$ cat config.mk
export PLATFORM = sky130hd
export DESIGN_NAME = fetch_unit_flat
export DESIGN_NICKNAME = d
export VERILOG_FILES = /design/src/rtl/fetch_if.sv /design/src/rtl/fetch_unit.sv /design/src/flat_wrapper.sv
export SDC_FILE = /design/constraint.sdc
export NUM_CORES = 1
export LEC_CHECK = 0
export CAP_MARGIN = 25
export CORE_UTILIZATION = 48
export DETAILED_ROUTE_END_ITERATION = 6
export PLACE_DENSITY = 0.86
export RECOVER_POWER = 50
export SYNTH_ARGS = -nofsm -noshare
export SYNTH_HDL_FRONTEND = slang
export SYNTH_SLANG_ARGS = --single-unit
$ cat constraint.sdc
create_clock -name clk -period 2.8 [get_ports clk]
set_input_delay 0.56 -clock clk [delete_from_list [all_inputs] [get_ports clk]]
set_output_delay 0.56 -clock clk [all_outputs]
set_load 0.05 [all_outputs]
$ cat src/rtl/fetch_if.sv
// Fetch-unit bus bundle: instruction-memory read port plus the core-side
// instruction handshake and redirect inputs.
interface fetch_if #(
    parameter int XLEN = 32
);
    logic            imem_req;
    logic [XLEN-1:0] imem_addr;
    logic            imem_rvalid;
    logic [XLEN-1:0] imem_rdata;
    logic            inst_valid;
    logic [XLEN-1:0] inst;
    logic [XLEN-1:0] inst_pc;
    logic            inst_ready;
    logic            pcjump;
    logic [XLEN-1:0] jump_target;
    logic            misalign;

    modport master (
        output imem_req, imem_addr, inst_valid, inst, inst_pc, misalign,
        input  imem_rvalid, imem_rdata, inst_ready, pcjump, jump_target
    );

    modport slave (
        input  imem_req, imem_addr, inst_valid, inst, inst_pc, misalign,
        output imem_rvalid, imem_rdata, inst_ready, pcjump, jump_target
    );
endinterface

$ cat src/rtl/fetch_unit.sv
// RV32I instruction fetch: owns the PC, one outstanding imem read, buffered
// instruction with valid/ready. Optional misaligned-jump trap: FETCH_MISALIGN_TRAP_EN.
module fetch_unit #(
    parameter int              XLEN     = 32,
    parameter logic [XLEN-1:0] RESET_PC = '0
) (
    input  logic     clk,
    input  logic     rst_n,
    fetch_if.master  bus
);

    typedef enum logic [2:0] {
        BOOT  = 3'd0,
        ISSUE = 3'd1,
        WAIT  = 3'd2,
        HOLD  = 3'd3,
        TRAP  = 3'd4
    } state_t;

    state_t          state;
    state_t          state_nxt;
    logic [XLEN-1:0] pc;
    logic [XLEN-1:0] pc_nxt;
    logic [XLEN-1:0] inst_q;
    logic [XLEN-1:0] inst_pc_q;
    logic            capture;
    logic            handshake;
    logic            jump_misaligned;

    // Redirect address: JALR clears bit 0; without the trap, bit 1 is dropped too.
    function automatic logic [XLEN-1:0] redirect_pc(input logic [XLEN-1:0] target);
`ifdef FETCH_MISALIGN_TRAP_EN
        return target & ~XLEN'(1);
`else
        return target & ~XLEN'(3);
`endif
    endfunction

    function automatic logic [XLEN-1:0] next_pc(input logic [XLEN-1:0] cur,
                                                input logic            jump,
                                                input logic [XLEN-1:0] target);
        if (jump)
            return redirect_pc(target);
        return cur + XLEN'(4);
    endfunction

    assign handshake = (state == HOLD) && bus.inst_ready;

`ifdef FETCH_MISALIGN_TRAP_EN
    assign jump_misaligned = bus.pcjump && bus.jump_target[1];
`else
    assign jump_misaligned = 1'b0;
`endif

    always_comb begin
        state_nxt = state;
        pc_nxt    = pc;
        capture   = 1'b0;
        case (state)
            BOOT:  state_nxt = ISSUE;
            ISSUE: state_nxt = WAIT;
            WAIT: begin
                if (bus.imem_rvalid) begin
                    capture   = 1'b1;
                    state_nxt = HOLD;
                end
            end
            HOLD: begin
                if (handshake) begin
                    pc_nxt    = next_pc(pc, bus.pcjump, bus.jump_target);
                    state_nxt = jump_misaligned ? TRAP : ISSUE;
                end
            end
            TRAP:    state_nxt = TRAP;
            default: state_nxt = BOOT;
        endcase
    end

    always_ff @(posedge clk or negedge rst_n) begin
        if (!rst_n) begin
            state <= BOOT;
            pc    <= RESET_PC;
        end else begin
            state <= state_nxt;
            pc    <= pc_nxt;
        end
    end

    // Instruction buffer holds its word and fetch address until the next capture.
    always_ff @(posedge clk or negedge rst_n) begin
        if (!rst_n) begin
            inst_q    <= '0;
            inst_pc_q <= '0;
        end else if (capture) begin
            inst_q    <= bus.imem_rdata;
            inst_pc_q <= pc;
        end
    end

    assign bus.imem_req   = (state == ISSUE);
    assign bus.imem_addr  = pc;
    assign bus.inst_valid = (state == HOLD);
    assign bus.inst       = inst_q;
    assign bus.inst_pc    = inst_pc_q;

`ifdef FETCH_MISALIGN_TRAP_EN
    assign bus.misalign = (state == TRAP);
`else
    assign bus.misalign = 1'b0;
`endif

endmodule

$ cat src/flat_wrapper.sv
// flat-port wrapper written by rule: the top's interface ports become plain ports
module fetch_unit_flat 
#(
    parameter int              XLEN     = 32,
    parameter logic [XLEN-1:0] RESET_PC = '0
)
  (clk, rst_n, bus_imem_req, bus_imem_addr, bus_inst_valid, bus_inst, bus_inst_pc, bus_misalign, bus_imem_rvalid, bus_imem_rdata, bus_inst_ready, bus_pcjump, bus_jump_target);
  fetch_if #(.XLEN(XLEN)) bus_i ();
  input  logic clk;
  input  logic rst_n;
  output wire logic [$bits(bus_i.imem_req)-1:0] bus_imem_req;
  output wire logic [$bits(bus_i.imem_addr)-1:0] bus_imem_addr;
  output wire logic [$bits(bus_i.inst_valid)-1:0] bus_inst_valid;
  output wire logic [$bits(bus_i.inst)-1:0] bus_inst;
  output wire logic [$bits(bus_i.inst_pc)-1:0] bus_inst_pc;
  output wire logic [$bits(bus_i.misalign)-1:0] bus_misalign;
  input wire logic [$bits(bus_i.imem_rvalid)-1:0] bus_imem_rvalid;
  input wire logic [$bits(bus_i.imem_rdata)-1:0] bus_imem_rdata;
  input wire logic [$bits(bus_i.inst_ready)-1:0] bus_inst_ready;
  input wire logic [$bits(bus_i.pcjump)-1:0] bus_pcjump;
  input wire logic [$bits(bus_i.jump_target)-1:0] bus_jump_target;
  assign bus_imem_req = bus_i.imem_req;
  assign bus_imem_addr = bus_i.imem_addr;
  assign bus_inst_valid = bus_i.inst_valid;
  assign bus_inst = bus_i.inst;
  assign bus_inst_pc = bus_i.inst_pc;
  assign bus_misalign = bus_i.misalign;
  assign bus_i.imem_rvalid = bus_imem_rvalid;
  assign bus_i.imem_rdata = bus_imem_rdata;
  assign bus_i.inst_ready = bus_inst_ready;
  assign bus_i.pcjump = bus_pcjump;
  assign bus_i.jump_target = bus_jump_target;
  fetch_unit #(.XLEN(XLEN), .RESET_PC(RESET_PC)) u_core (.clk(clk), .rst_n(rst_n), .bus(bus_i));
endmodule
==> results of run 1 <==
## flip-flops by register name, indices dropped and copies added, names as in the netlist
name                  flops
u_core.bus.inst_pc       30
u_core.state              3
u_core.bus.imem_addr     30
u_core.bus.inst          32
## synthesized netlist by cell type (4+ instances only)
library cell	number	area, µm²
buf_2	15	75.1
nor2b_1	4	25.0
clkbuf_1	9	33.8
mux2_2	63	709
a311oi_1	9	78.8
nand4_1	6	37.5
and3_1	8	50.1
nand2_1	18	67.6
nor2_1	23	86.3
or3_1	6	37.5
nor3_1	8	40.0
and2_1	4	25.0
o21ai_0	26	130
o22ai_1	5	31.3
dfrtp_1	95	2380
nand3_1	18	90.1
buf_4	6	45.0
a21oi_1	23	115
a31oi_1	4	25.0
## power by group through the flow
stage | Sequential (W) | Combinational (W) | Clock, W
2_1_floorplan | 0.00481 | 0.00122 | 0
3_3_place_gp | 0.00264 | 0.00508 | 0
3_5_place_dp | 0.00270 | 0.00516 | 0
4_1_cts | 0.00268 | 0.00517 | 0.000936
5_1_grt | 0.00278 | 0.00533 | 0.00101
6_report | 0.00267 | 0.00510 | 0.000919
## metal layers
metal | track usage, % | part of all wire (%) | vias up
li1 | - | - | 1765
met1 | 32.0 | 41 | 1911
met2 | 43.3 | 52 | 170
met3 | 5.67 | 6.4 | 19
met4 | 5.54 | 1.4 | 0
met5 | 0 | 0 | -
## stage by stage
| step | instances | utilization [%] | hold slack, ns | total power, W | worst slack [ns] |
|---|---|---|---|---|---|
| final | 664 | 68.9 | 0.493 | 0.00869 | 0.200 |
| after floorplan | 402 | - | 0.264 | 0.00603 | 0.663 |
| after CTS | 664 | 69.8 | 0.267 | 0.00879 | 0.157 |
| after detailed placement | 648 | 67.7 | 0.495 | 0.00787 | 0.519 |
| after global routing | 664 | 68.9 | 0.523 | 0.00912 | 0.0294 |
| after global placement | 648 | 67.7 | 0.488 | 0.00772 | 0.543 |
## layout make-up
| type | count | area (µm²) |
|---|---|---|
| fill | 702 | 2860 |
| sequential | 95 | 2380 |
| multi-input combinational | 272 | 1990 |
| timing repair buffer | 168 | 1630 |
| tap | 111 | 139 |
| clock buffer | 10 | 128 |
| clock inverter | 6 | 67.6 |
| inverter | 2 | 7.51 |
## logic make-up after synthesis
kind of cell,count (synthesis),share of synthesized area (%)
flops,95,52.6
mux,65,16.1
compound gates,86,11.9
fa+ha+maj,1,0.277
simple gates,115,15.2
other cells,1,0.0829
buf+inv,35,3.82
## worst max-delay path, delay by kind of cell
kind            cells  cell delay, ns
simple gates        1            0.50
buf+inv             2            1.33
compound gates      2            0.46
## worst max-delay path by stage
| stage | from | end | slack [ns] | cells after the start |
|---|---|---|---|---|
| CTS | u_core.state[0] | bus_imem_req | 0.16 | 3 |
| global placement | bus_imem_rvalid | u_core.bus.inst_pc[13] | 0.54 | 4 |
| detailed placement | bus_imem_rvalid | u_core.bus.inst[28] | 0.52 | 4 |
| floorplan | u_core.bus.imem_addr[2] | u_core.bus.imem_addr[20] | 0.66 | 8 |
| global route | bus_inst_ready | u_core.bus.imem_addr[21] | 0.03 | 5 |
| finish | bus_inst_ready | u_core.bus.imem_addr[22] | 0.20 | 5 |
==> results.toml, run 1 <==
[placement]
placed_area_um2 = 6220
dp_hpwl_um = 8120
numPortBuffers = 160
gp_congestion = 0.804

[yosys]
synth.distinct_cells = 50
synth.yosys.seq_area_share_pct = 52.6
ys_ff_latch = 95
synth-async-reset-ratio_pct = 100
yosys_most_used_dff = "dfrtp_1"
syn-mean-instance-area_um2 = 11.4
mappedNetlistArea_um2 = 4520
syn_inst = 398
synth-edff-count = 0
yosys_warnings = 0

[clock_network]
hold_buffers = 0
cts.path.max_buffers = 2
clock_tree_from_tritoncts = "built"
clk_latency_ns = 0.35
cts_setup_buffers = 0
numClockSinks = 95
clkSlewWorstSetupHoldPaths_ns = 0.10
ctsHtreeMaxLevel = 3
cts_bufs_inserted = 9
cts_root_buf = "clkbuf_8"
post_cts_resize_count = 0

[critical_path]
slowest_stage = "clkbuf_1"
critical_path.endpoint_type = "flop"
worst_path_largest_cell_delay_ns = 0.74
rr_startpoint = "u_core.state[0]"
critical_path_class = "primary input to flop"
crit_required_ns = 3.06
worst_setup_path_start_kind = "primary input"
worst-path-max-fanout = 21
critical_path.cell_chain = "dlygate4sd3_1 -> nor3b_1 -> clkbuf_1 -> o21ai_0 -> a311oi_1"
worstRegToRegCells = 5
worst-endpoint-arrival_ns = 2.86
reg_to_reg_endpoint = "u_core.bus.imem_addr[22]"
rrSetupSlack_ns = 0.42

[detailed_routing]
post_drt_wl_per_cell_um = 17.3
drt_iter0_markers = 229
drt_pre_antenna_iters = 5
drt_wl_total_um = 11500
post-route-drc-count = 0
detail_route.vias_per_cell = 5.82
ant_nets = 0
number_of_vias_in_the_routed_layout = 3865

[sta]
final-setup-viol-count = 0
max_freq_ghz = 0.385
final.min_clock_period_ns = 2.60
finalHoldViolations = 0
timing_max_transition_violations_final = 0
final.period_utilization_pct = 92.8
clock_tree_skew_after_final_layout_ns = 0.00957
worst_slew_margin_rel_pct = 10.9
setup_repair_after_global_routing_missed_its_margin = "no"
tns_ns = 0
worst_pin_slew_ns = 1.34

[finish]
layout_cell_share_with_drive_strength_beyond_1_pct = 17.7
stdcell_area_um2 = 6340
layout_commonest_cell = "clkdlybuf4s50_1"
areaGrowthSynthToFinish_pct = 40.2
antenna-diode-count = 0
nNetsFinal = 618
commonest_cells_after_routing_fill_and_taps_aside = "clkdlybuf4s50_1 (156), dfrtp_1 (95), mux2_2 (63)"

[flow_run]
cap_violations = 0

[power]
intPower_w = 0.00428
net-switching-power_w = 0.00441
p_leak_nw = 2.52
power.share.clock_pct = 10.6
power.density_cell_area_nw_per_um2 = 1370
power.sequential.fraction_pct = 30.8
comb_pwr_share_pct = 58.7
power.switching_fraction_pct = 50.8
ir_worst_vdd_mv = 0.909

[die]
design.die.area_um2 = 9810
die_x_um = 99.1
core_area_um2 = 9200
floorplan.io_pins = 168
die-height_um = 99.1
core.rowCount = 35
initial_core_util_pct = 49.2

[global_route]
first_pass_grt_wire_length_um = 19500
globalRouteTotalUtil_pct = 24.9
antenna_violations_before_repair = 0
globalRoute.totalOverflow = 0
maximum_number_of_pins_on_one_net_before_global_route_repair = 57
via_count_of_the_first_global_routing_pass = 3986

[hold_path]
timing.hold.worst.class = "primary input to asynchronous set/reset pin"

[status]
run_status = "completed"
(Power assumes the default switching activity.)
==> run 2, diff against run 1 <==
--- a/config.mk
+++ b/config.mk
@@ -8,7 +8,7 @@
 export CAP_MARGIN = 25
 export CORE_UTILIZATION = 48
 export DETAILED_ROUTE_END_ITERATION = 6
-export PLACE_DENSITY = 0.86
+export PLACE_DENSITY_LB_ADDON = 0.05
 export RECOVER_POWER = 50
 export SYNTH_ARGS = -nofsm -noshare
 export SYNTH_HDL_FRONTEND = slang
==> results.toml, run 2 (synthesis results as in run 1) <==
[clock_network]
cts.path.max_buffers = 2
cts_setup_buffers = 0
ctsHtreeMaxLevel = 3
cts_bufs_inserted = 9
cts_root_buf = "clkbuf_8"
clkSlewWorstSetupHoldPaths_ns = 0.10
numClockSinks = 95
post_cts_resize_count = 0
hold_buffers = 0
clock_tree_from_tritoncts = "built"
clk_latency_ns = 0.36

[placement]
dp_hpwl_um = 7990
preCtsSetupSlack_ns = 0.539
placed_area_um2 = 6220
numPortBuffers = 160
gp_congestion = 0.807

[finish]
layout_cell_share_with_drive_strength_beyond_1_pct = 18.2
nNetsFinal = 621
layout_commonest_cell = "clkdlybuf4s50_1"
largest_register_ffs = 32
commonest_cells_after_routing_fill_and_taps_aside = "clkdlybuf4s50_1 (156), dfrtp_1 (95), mux2_2 (63)"
fill_cell_instance_count_of_the_final_layout = 727
areaGrowthSynthToFinish_pct = 40.7
stdcell_area_um2 = 6360
antenna-diode-count = 0

[power]
net-switching-power_w = 0.00439
comb_pwr_share_pct = 58.8
power.density_cell_area_nw_per_um2 = 1360
power.sequential.fraction_pct = 30.7
power.share.clock_pct = 10.5
ir_worst_vdd_mv = 1.01
p_leak_nw = 2.53
power.switching_fraction_pct = 50.6
intPower_w = 0.00428

[detailed_routing]
ant_nets = 0
detail_route.vias_per_cell = 5.65
post_drt_wl_per_cell_um = 16.8
post-route-drc-count = 0
number_of_vias_in_the_routed_layout = 3766
drt_pre_antenna_iters = 4
drt_wl_total_um = 11200
drt_iter0_markers = 128

[critical_path]
rr_startpoint = "u_core.state[0]"
setup.worst_path.start = "u_core.state[0]"
critical_path.endpoint_type = "output pin"
crit_required_ns = 2.24
worst-endpoint-arrival_ns = 2.00
worst_setup_path_start_kind = "flop"
worst-path-max-fanout = 8
critical_path_class = "flop to output pin"

[sta]
timing_max_transition_violations_final = 0
clock_tree_skew_after_final_layout_ns = 0.00982
tns_ns = 0
worst_slew_margin_rel_pct = 23.7
setup_repair_after_global_routing_missed_its_margin = "no"
final-setup-viol-count = 0
final.min_clock_period_ns = 2.56
final.period_utilization_pct = 91.6
max_freq_ghz = 0.390
fin_ws_ns = 0.235
finalHoldViolations = 0
worst_pin_slew_ns = 1.15

[die]
die-height_um = 99.1
die_x_um = 99.1
initial_core_util_pct = 49.2
floorplan.io_pins = 168
core_area_um2 = 9200
design.die.area_um2 = 9810
core.rowCount = 35

[flow_run]
cap_violations = 0

[global_route]
first_pass_grt_wire_length_um = 18600
antenna_violations_before_repair = 0
via_count_of_the_first_global_routing_pass = 3731
globalRoute.totalOverflow = 0
globalRouteTotalUtil_pct = 24.1
maximum_number_of_pins_on_one_net_before_global_route_repair = 46

[status]
run_status = "completed"

[hold_path]
timing.hold.worst.class = "primary input to asynchronous set/reset pin"
==> run 2: cell types whose count changed in the layout (fill, tap and decap cells not counted), sizes merged <==
| cell | delta |
|---|---|
| clkbuf | -1 |
| buf | +3 |
==> run 2: final cells by class <==
type                    count  area, µm²  area share, %
repair buffers            171       1660           26.0
well taps                 111        139           2.18
inverters                   2       7.51          0.118
clock inverters             6       67.6           1.06
clock buffers               9        124           1.95
flip-flops and latches     95       2380           37.4
multi-input cells         272       1990           31.3
==> run 2: path summary, 6_finish.rpt <==
kind                       slack (ns)                      to  depth (start not counted)
max in group asynchronous        0.92   u_core.bus.inst_pc[7]                          2
hold reg to reg                  0.51  u_core.bus.inst_pc[21]                          1
setup / recovery                 0.24            bus_imem_req                          3
min in group clk                 0.51  u_core.bus.inst_pc[21]                          1
setup reg to reg                 0.50   u_core.bus.inst_pc[2]                          3
hold / removal                   0.41  u_core.bus.inst_pc[17]                          1
==> run 2: power groups by stage <==
stage	Clock (W)	Combinational (W)	Sequential (W)
floorplan	0	0.00122	0.00481
global placement	0	0.00508	0.00265
detailed placement	0	0.00515	0.00269
CTS	0.000939	0.00515	0.00267
global route	0.000994	0.00533	0.00279
finish	0.000914	0.00510	0.00266
==> run 2: metrics by stage <==
stage               instances  hold slack [ns]  total power, W  util (%)
floorplan                 402            0.264         0.00603         -
global placement          651            0.487         0.00773      67.6
detailed placement        651            0.495         0.00784      67.6
CTS                       666            0.201         0.00876      69.7
global route              666            0.502         0.00911      69.2
finish                    666            0.407         0.00868      69.2
==> run 2: routing by layer <==
layer / wire length (µm) / GRT usage, % / vias to the layer above
li1: - / - / 1774
met1: 4810 / 31.9 / 1837
met3: 755 / 5.96 / 17
met2: 5430 / 38.7 / 138
met4: 212 / 8.48 / 0
met5: 0 / 0 / -
==> run 2: worst max-delay path: stages (launching register included) <==
cell and delay, ns:
dfrtp_1 0.50, nor2b_1 0.19, nor2b_1 0.15, clkdlybuf4s50_1 0.80
